==> src/rtl/distance_odometer.sv <==
// ---------------------------------------------------------------------------
// distance_odometer
//   Counts wheel revolutions from a raw reed switch and turns them into
//   distance. Every accepted revolution adds the wheel circumference (cm) to
//   an accumulator. Each time the accumulator passes UNIT_CM, one distance
//   unit is added to the total odometer and to the clearable trip counter.
//   The accumulator keeps the remainder, so no distance is lost at unit
//   boundaries.
//
// Ports
//   clock       in   1       system clock, rising edge
//   reset       in   1       synchronous active-high reset, clears all state
//   reed        in   1       raw asynchronous reed switch (1 = magnet present)
//   circ        in   CIRC_W  wheel circumference in cm, used on revolutions
//   trip_clear  in   1       one-cycle request to zero the trip counter
//   total_dist  out  DIST_W  total distance in units
//   trip_dist   out  DIST_W  trip distance in units
//   unit_tick   out  1       one-cycle pulse per unit boundary crossed
//   rev_tick    out  1       one-cycle pulse per accepted revolution
// ---------------------------------------------------------------------------
module distance_odometer #(
    parameter int CIRC_W   = 8,
    parameter int DIST_W   = 14,
    parameter int UNIT_CM  = 10000,
    parameter int LOCKOUT  = 16,
    parameter int SATURATE = 1
) (
    input  logic              clock,
    input  logic              reset,
    input  logic              reed,
    input  logic [CIRC_W-1:0] circ,
    input  logic              trip_clear,
    output logic [DIST_W-1:0] total_dist,
    output logic [DIST_W-1:0] trip_dist,
    output logic              unit_tick,
    output logic              rev_tick
);

    // Accumulator must hold acc + circ, which stays below 2*UNIT_CM.
    localparam int ACC_W  = $clog2(2 * UNIT_CM);
    // Lockout counter only ever holds LOCKOUT-1 down to 0.
    localparam int LOCK_W = (LOCKOUT > 1) ? $clog2(LOCKOUT) : 1;

    localparam logic [ACC_W-1:0]  UNIT_VAL  = ACC_W'(UNIT_CM);
    localparam logic [ACC_W-1:0]  ACC_ZERO  = {ACC_W{1'b0}};
    localparam logic [LOCK_W-1:0] LOCK_LOAD = LOCK_W'(LOCKOUT - 1);
    localparam logic [LOCK_W-1:0] LOCK_ZERO = {LOCK_W{1'b0}};
    localparam logic [LOCK_W-1:0] LOCK_ONE  = LOCK_W'(1'b1);
    localparam logic [DIST_W-1:0] DIST_MAX  = {DIST_W{1'b1}};
    localparam logic [DIST_W-1:0] DIST_ZERO = {DIST_W{1'b0}};
    localparam logic [DIST_W-1:0] DIST_ONE  = DIST_W'(1'b1);

    // Advance a distance counter by one unit, saturating or wrapping at all-ones.
    function automatic logic [DIST_W-1:0] bump(input logic [DIST_W-1:0] cnt,
                                               input logic              inc);
        logic [DIST_W-1:0] nxt;
        if (!inc) begin
            nxt = cnt;
        end else if (cnt == DIST_MAX) begin
            nxt = (SATURATE != 32'sd0) ? DIST_MAX : DIST_ZERO;
        end else begin
            nxt = cnt + DIST_ONE;
        end
        return nxt;
    endfunction

    logic              s1_q, s1_d;
    logic              s2_q, s2_d;
    logic              s3_q, s3_d;
    logic [LOCK_W-1:0] lock_cnt_q, lock_cnt_d;
    logic [ACC_W-1:0]  acc_q, acc_d;
    logic [DIST_W-1:0] total_q, total_d;
    logic [DIST_W-1:0] trip_q, trip_d;
    logic              unit_tick_q, unit_tick_d;
    logic              rev_tick_q, rev_tick_d;

    logic              rev_s;
    logic              unit_inc_s;
    logic [ACC_W-1:0]  sum_s;

    // Next-state logic: synchroniser, lockout, accumulator and distance counters.
    always_comb begin
        s1_d = reed;
        s2_d = s1_q;
        s3_d = s2_q;

        // A rising edge of the synchronised reed counts only outside lockout;
        // edges inside lockout are dropped, never queued.
        rev_s = s2_q & ~s3_q & (lock_cnt_q == LOCK_ZERO);

        sum_s      = acc_q + ACC_W'(circ);
        acc_d      = acc_q;
        unit_inc_s = 1'b0;
        lock_cnt_d = lock_cnt_q;

        if (rev_s) begin
            lock_cnt_d = LOCK_LOAD;
            // UNIT_CM >= max circ, so one revolution crosses at most one unit.
            if (sum_s >= UNIT_VAL) begin
                acc_d      = sum_s - UNIT_VAL;
                unit_inc_s = 1'b1;
            end else begin
                acc_d      = sum_s;
                unit_inc_s = 1'b0;
            end
        end else if (lock_cnt_q != LOCK_ZERO) begin
            lock_cnt_d = lock_cnt_q - LOCK_ONE;
        end else begin
            lock_cnt_d = lock_cnt_q;
        end

        total_d = bump(total_q, unit_inc_s);

        // A clear on the same edge as a unit increment leaves the trip at zero.
        if (trip_clear) begin
            trip_d = DIST_ZERO;
        end else begin
            trip_d = bump(trip_q, unit_inc_s);
        end

        unit_tick_d = unit_inc_s;
        rev_tick_d  = rev_s;
    end

    // State registers with synchronous reset.
    always_ff @(posedge clock) begin
        if (reset) begin
            s1_q        <= 1'b0;
            s2_q        <= 1'b0;
            s3_q        <= 1'b0;
            lock_cnt_q  <= LOCK_ZERO;
            acc_q       <= ACC_ZERO;
            total_q     <= DIST_ZERO;
            trip_q      <= DIST_ZERO;
            unit_tick_q <= 1'b0;
            rev_tick_q  <= 1'b0;
        end else begin
            s1_q        <= s1_d;
            s2_q        <= s2_d;
            s3_q        <= s3_d;
            lock_cnt_q  <= lock_cnt_d;
            acc_q       <= acc_d;
            total_q     <= total_d;
            trip_q      <= trip_d;
            unit_tick_q <= unit_tick_d;
            rev_tick_q  <= rev_tick_d;
        end
    end

    assign total_dist = total_q;
    assign trip_dist  = trip_q;
    assign unit_tick  = unit_tick_q;
    assign rev_tick   = rev_tick_q;

endmodule

==> config.mk <==
export PLATFORM = sky130hd
export DESIGN_NAME = distance_odometer
export DESIGN_NICKNAME = d
export VERILOG_FILES = /design/src/rtl/distance_odometer.sv
export SDC_FILE = /design/constraint.sdc
export NUM_CORES = 1
export LEC_CHECK = 0
export CAP_MARGIN = 20
export CELL_PAD_IN_SITES_DETAIL_PLACEMENT = 1
export CELL_PAD_IN_SITES_GLOBAL_PLACEMENT = 2
export CORE_UTILIZATION = 34
export DETAILED_ROUTE_END_ITERATION = 8
export DONT_BUFFER_PORTS = 1
export PLACE_DENSITY = 0.78
export SETUP_SLACK_MARGIN = 0.2
export SYNTH_ARGS = -nofsm -noshare
export SYNTH_HDL_FRONTEND = slang
export SYNTH_SLANG_ARGS = --single-unit
==> constraint.sdc <==
create_clock -name clock -period 3 [get_ports clock]
set_clock_uncertainty 0.1 [all_clocks]
set_input_delay 0.3 -clock clock [delete_from_list [all_inputs] [get_ports clock]]
set_output_delay 0.3 -clock clock [all_outputs]
set_load 0.02 [all_outputs]
==> impl_metrics.py, run 1 <==
metrics = {
    "yosys": {
        "netlist_area_um2": 3110,
        "ys.flop_type": "dfxtp_1",
        "synth_edf_count": 0,
        "syn_nets": 413,
        "ys_seq_elements": 52,
        "syn-mean-instance-area_um2": 8.06,
        "synth_cells": 386,
        "ys_types": 58,
        "ys_async_sr_fraction_pct": 0,
        "yosysWarningCount": 0,
        "ys_seq_area_share_pct": 33.5,
    },
    "layout": {
        "layout_commonest_cell": "buf_4",
        "final_cell_mix": "buf_4, dfxtp_1, nor2_1, nand2_1, a21oi_1",
        "layout-drive-gt1-share_pct": 35.2,
        "final_cells": 560,
        "multiInputGateArea_um2": 2390,
        "syn_to_final_growth_pct": 40.5,
        "final-seq-area_um2": 1040,
        "final_cell_area_um2": 4370,
        "fillers": 1008,
        "nets": 478,
        "utilization_pct": 49.6,
        "diodes": 0,
    },
    "timing": {
        "setup_tns_ps": -7120,
        "max_slew.worst_pin.slew_ps": 846,
        "period_share_pct": 110,
        "hold_viol_final": 0,
        "fmax_mhz": 304,
        "setup_viol": 40,
        "report.final.slew_viol_count": 0,
        "relSlewSlack_pct": 43.4,
        "rsz0062_at_grt": "yes",
        "fin_crit_ps": 3290,
        "layout_setup_ws_ps": -286,
    },
    "drt": {
        "firstDrtPassIters": 6,
        "wl_um": 10400,
        "wire_per_inst_um": 18.5,
        "drt_iter0_markers": 152,
        "post-route-drc-count": 4,
        "final_antenna_net_count": 0,
        "vias": 3215,
        "viasPerCell": 5.74,
    },
    "floorplan": {
        "num_rows": 34,
        "die-area_um2": 9530,
        "die-width_um": 97.6,
        "start_util_pct": 35.3,
        "io_pins": 42,
        "fp.coreArea_um2": 8810,
        "die_h_um": 97.6,
    },
    "run": {
        "max-cap-violations": 0,
    },
    "power_and_ir_drop": {
        "p_sw_share_pct": 32.5,
        "clkPwrFrac_pct": 26.5,
        "p_switching_mw": 0.553,
        "comb_power_share_pct": 28.8,
        "seqPwrFrac_pct": 44.7,
        "ir_worst_vdd_uv": 165,
        "p_leak_nw": 1.56,
        "cell_internal_pwr_mw": 1.15,
        "cellPowerDensity_nw_per_um2": 389,
    },
    "critical_path": {
        "crit_top_cell": "buf_6",
        "crit_chain": "ha_4, fa_2, a211oi_4, buf_4, buf_6, o21ai_2, xor2_2, or2_4, o311ai_2, a21oi_2, buf_6, buf_12, nand2_2, nor2_2, a211oi_1",
        "crit_buf_inv": 4,
        "crit_family": "compound AO/OA/AOI/OAI gates",
        "crit_type": "flip-flop to flip-flop",
        "end_kind": "flip-flop",
        "slowest_stage": "fa_2",
        "startpoint": "acc_q[0]",
        "slowest_delay_ps": 360,
        "r2r_start": "acc_q[0]",
        "cp_max_fo": 10,
        "worstSetupStartpointType": "flip-flop",
        "worstPathArrival_ps": 3400,
        "cp.required_ps": 3120,
    },
    "global_route": {
        "top_usage_layer": "met2",
        "antenna_found_initial": 0,
        "grt_use_met3_pct": 4.24,
        "grt_pass1_vias": 3352,
        "grt_max_degree": 33,
        "met2_usage_pct": 39.2,
        "grt_pass1_wl_um": 17100,
        "grt_overflow_total": 0,
        "grt_usage_pct": 22.4,
        "gr-usage-met1_pct": 27.0,
    },
    "place": {
        "port_buffers": 0,
        "place_congestion": 0.889,
        "pre_cts_ws_ps": -326,
        "dpl.cell_count": 534,
        "dp_hpwl_um": 6830,
        "placed_area_um2": 3730,
    },
    "clock_tree": {
        "cts_htree_levels": 2,
        "path_clk_slew_ps": 100,
        "clk_latency_ps": 320,
        "cts_tree": "done",
        "cts_buffers": 5,
        "clock_sinks": 52,
        "root_buffer": "clkbuf_8",
        "clk_path_buf_depth": 2,
    },
    "run_status": {
        "violations": "DRC, setup timing",
        "outcome": "complete, but fails checks",
    },
    "min_path": {
        "worstHoldStart": "reset",
        "min_path_type": "input pin to flip-flop",
    },
}
==> cell usage after synthesis (3+ instances only) <==
library cell	n	area [um^2]
xor2_1	6	52.6
a211oi_2	3	37.5
o21ai_0	17	85.1
or2_2	5	31.3
or3_1	6	37.5
xnor2_1	9	78.8
nand3_1	9	45.0
a31oi_1	4	25.0
nor3_1	16	80.1
nand2_1	39	146
nor2_1	50	188
a21oi_1	35	175
nand4_1	4	25.0
nor4_1	3	18.8
ha_1	14	175
o211ai_1	6	45.0
and3_1	7	43.8
a311oi_1	8	70.1
clkbuf_1	8	30.0
buf_2	7	35.0
a211oi_1	19	143
dfxtp_1	52	1040
inv_1	10	37.5
and4_1	3	26.3
nor2b_1	5	31.3
==> final cells by class <==
type,count,area share [%]
clock inverter,2,0.315
sequential,52,23.9
timing repair buffer,74,15.2
clock buffer,6,1.89
inverter,10,0.859
multi-input combinational,308,54.8
tap,108,3.09
==> state kept, by name, indices dropped and copies added (netlist names) <==
name,flops
acc_q,15
unit_tick,1
s3_q,1
s1_q,1
lock_cnt_q,4
trip_dist,14
rev_tick,1
total_dist,14
s2_q,1
==> power by group through the flow <==
| stage | combinational [mW] | clock [mW] | sequential, mW |
|---|---|---|---|
| CTS | 0.465 | 0.470 | 0.760 |
| global placement | 0.393 | 0 | 0.773 |
| detailed placement | 0.408 | 0 | 0.774 |
| global route | 0.542 | 0.492 | 0.767 |
| floorplan | 0.270 | 0 | 0.767 |
| finish | 0.490 | 0.451 | 0.760 |
==> timing repair <==
item                       4_1_cts  5_1_grt
setup buffers                   11        3
hold buffers                     1        1
gates cloned                     2        0
setup endpoints to repair       40       40
hold endpoints to repair        32        1
gates resized for setup         48       24
pin swaps                       18        7
==> cells by family (layout without fill, tap and decap cells) <==
family	after synthesis	count (layout)	synth area share, %
fa+ha+maj	15	15	6.28
simple gates	157	157	24.2
flops	52	52	33.5
xor+xnor	16	16	4.75
compound gates	116	116	26.5
buf+inv	26	92	3.42
mux	4	4	1.37
==> worst reg2reg max path: cells and delay by family (launching register included) <==
kind | cells | cell delay, ps
fa+ha+maj | 2 | 520
buf+inv | 4 | 550
flops | 1 | 350
compound gates | 5 | 1070
simple gates | 3 | 450
xor+xnor | 1 | 150
==> worst paths after layout <==
check / end / slack [ps] / cells after the start
setup reg to reg: trip_dist[9] / -290 / 15
hold reg to reg: s2_q / 350 / 1
hold / removal: unit_tick / 30 / 2
setup / recovery: trip_dist[9] / -290 / 15
==> routing by layer <==
layer,vias to the layer above,routed length [um]
li1,1543,-
met1,1570,4490
met2,86,5230
met3,16,482
met4,0,178
met5,-,0
==> metrics by stage <==
step	power, mW	hold WS (ps)
floorplan	1.04	314
global placement	1.17	270
detailed placement	1.18	271
CTS	1.69	1.77
global route	1.80	15.7
finish	1.70	33.8
No activity file was read; power rests on OpenSTA's default activity.
==> inputs of run 2 (changes only) <==
CORE_MARGIN = 2   (was unset)
==> run 2 against run 1 <==
  * The flow finishes with violations (setup timing)
  * Critical path depth shrank 4
  * Final area grew 3.3%
  * Clock-buffer cell count is the same
  * First-iteration DRC count shrank 21%
  * Via count shrank 1.7%
  * Hold slack lost 7.4 ps
  * Sequential power is essentially flat
  * Global-route usage shrank 2.1 points
  * Sequential share of layout area shrank 0.71 points
  * Setup slack gained 20 ps
  * Critical path type unchanged
==> impl_metrics.py, run 2 (synthesized netlist as in run 1, its figures left out) <==
metrics = {
    "run_status": {
        "outcome": "complete, but fails checks",
        "violations": "setup timing",
    },
    "global_route": {
        "grt_max_degree": 33,
        "grt_pass1_vias": 3312,
        "grt_overflow_total": 0,
        "grt_pass1_wl_um": 16400,
        "antenna_found_initial": 0,
        "grt_usage_pct": 20.3,
    },
    "timing": {
        "setup_viol": 40,
        "layout_setup_ws_ps": -266,
        "max_slew.worst_pin.slew_ps": 535,
        "period_share_pct": 109,
        "setup_tns_ps": -5220,
        "relSlewSlack_pct": 64.1,
        "rsz0062_at_grt": "yes",
        "fin_crit_ps": 3270,
        "fmax_mhz": 306,
        "report.final.slew_viol_count": 0,
        "hold_viol_final": 0,
        "hold_slack_ps": 26.4,
    },
    "layout": {
        "utilization_pct": 51.3,
        "layout-drive-gt1-share_pct": 41.0,
        "final_cell_mix": "buf_4, dfxtp_1, nor2_1, nand2_1, a21oi_1",
        "largest_reg_flops": 15,
        "nets": 480,
        "layout_commonest_cell": "buf_4",
        "diodes": 0,
        "syn_to_final_growth_pct": 45.2,
        "top_register": "acc_q",
    },
    "critical_path": {
        "crit_type": "flip-flop to flip-flop",
        "worstPathArrival_ps": 3370,
        "cp_max_fo": 5,
        "cp.required_ps": 3110,
        "end_kind": "flip-flop",
        "worstSetupStartpointType": "flip-flop",
    },
    "floorplan": {
        "start_util_pct": 35.3,
        "fp.coreArea_um2": 8810,
        "die-width_um": 99.6,
        "io_pins": 42,
        "num_rows": 34,
        "die-area_um2": 9930,
        "die_h_um": 99.6,
    },
    "clock_tree": {
        "root_buffer": "clkbuf_8",
        "clk_path_buf_depth": 2,
        "clk_latency_ps": 310,
        "cts_htree_levels": 2,
        "path_clk_slew_ps": 100,
        "cts_tree": "done",
        "cts_buffers": 5,
        "clock_sinks": 52,
    },
    "place": {
        "dp_hpwl_um": 6800,
        "place_congestion": 0.861,
        "port_buffers": 0,
    },
    "drt": {
        "top_layer_used": "met4",
        "wl_um": 10200,
        "viasPerCell": 5.62,
        "post-route-drc-count": 0,
        "firstDrtPassIters": 4,
        "dr_wl_met2_um": 5210,
        "drt-met1-wl_um": 4540,
        "vias": 3160,
        "wl_met3_um": 338,
        "drt_iter0_markers": 120,
        "final_antenna_net_count": 0,
        "wire_per_inst_um": 18.1,
    },
    "power_and_ir_drop": {
        "cellPowerDensity_nw_per_um2": 366,
        "ir_worst_vdd_uv": 166,
        "p_leak_nw": 1.58,
        "finalPower_mw": 1.65,
    },
    "run": {
        "max-cap-violations": 0,
    },
    "min_path": {
        "min_path_type": "input pin to flip-flop",
    },
}
==> run 2: through the flow <==
| step | instance area (um^2) | setup WS (ps) | instances |
|---|---|---|---|
| 5_1_grt | 4510 | -349 | 562 |
| 3_3_place_gp | 3740 | -161 | 537 |
| 6_report | 4510 | -266 | 562 |
| 3_5_place_dp | 3740 | -286 | 537 |
| 2_1_floorplan | 3240 | -143 | 386 |
| 4_1_cts | 4320 | -214 | 555 |
==> run 2: worst paths after layout <==
| kind | from | end | slack [ps] | cells after the start |
|---|---|---|---|---|
| hold / removal | reed | s1_q | 30 | 1 |
| setup / recovery | acc_q[0] | acc_q[9] | -270 | 11 |
| setup reg to reg | acc_q[0] | acc_q[9] | -270 | 11 |
| hold reg to reg | s1_q | s2_q | 350 | 1 |
==> run 2: area by class of cell <==
type                    count  area, um^2
flip-flops and latches     52        1050
clock buffers               6        72.6
well taps                 108         135
fillers                   984        4290
multi-input cells         308        2520
inverters                  10        37.5
repair buffers             76         686
clock inverters             2        13.8
==> run 2: critical path, stage by stage (launching register included) <==
cell and delay, ps:
dfxtp_2 350, ha_4 160, fa_2 370, a211oi_4 330
o211a_4 240, o211ai_1 170, a32o_2 330, o21ai_4 180
nor2_4 80, or3b_1 400, a21oi_2 170, mux2_4 310
==> run 2: per-layer routing <==
layer,global-route usage (%),vias to the layer above
li1,-,1553
met1,24.9,1554
met2,36.4,49
met3,4.01,4
met4,4.85,0
met5,0,-
==> run 2: repair_timing <==
action                                  CTS  global route
gates cloned                              1             0
hold buffers                              1             0
pin swaps                                26            29
buffers inserted                          8             7
resized for setup                        79            32
endpoints found under the hold margin    32             0
endpoints found under the setup margin   40            40
==> run 2: where the power goes <==
| group | switching [mW] | total (mW) | internal, mW | leakage (nW) |
|---|---|---|---|---|
| Sequential | 0.0345 | 0.760 | 0.726 | 0.423 |
| Clock | 0.249 | 0.416 | 0.167 | 0.0456 |
| Combinational | 0.252 | 0.476 | 0.223 | 1.11 |
| Total | 0.536 | 1.65 | 1.12 | 1.58 |
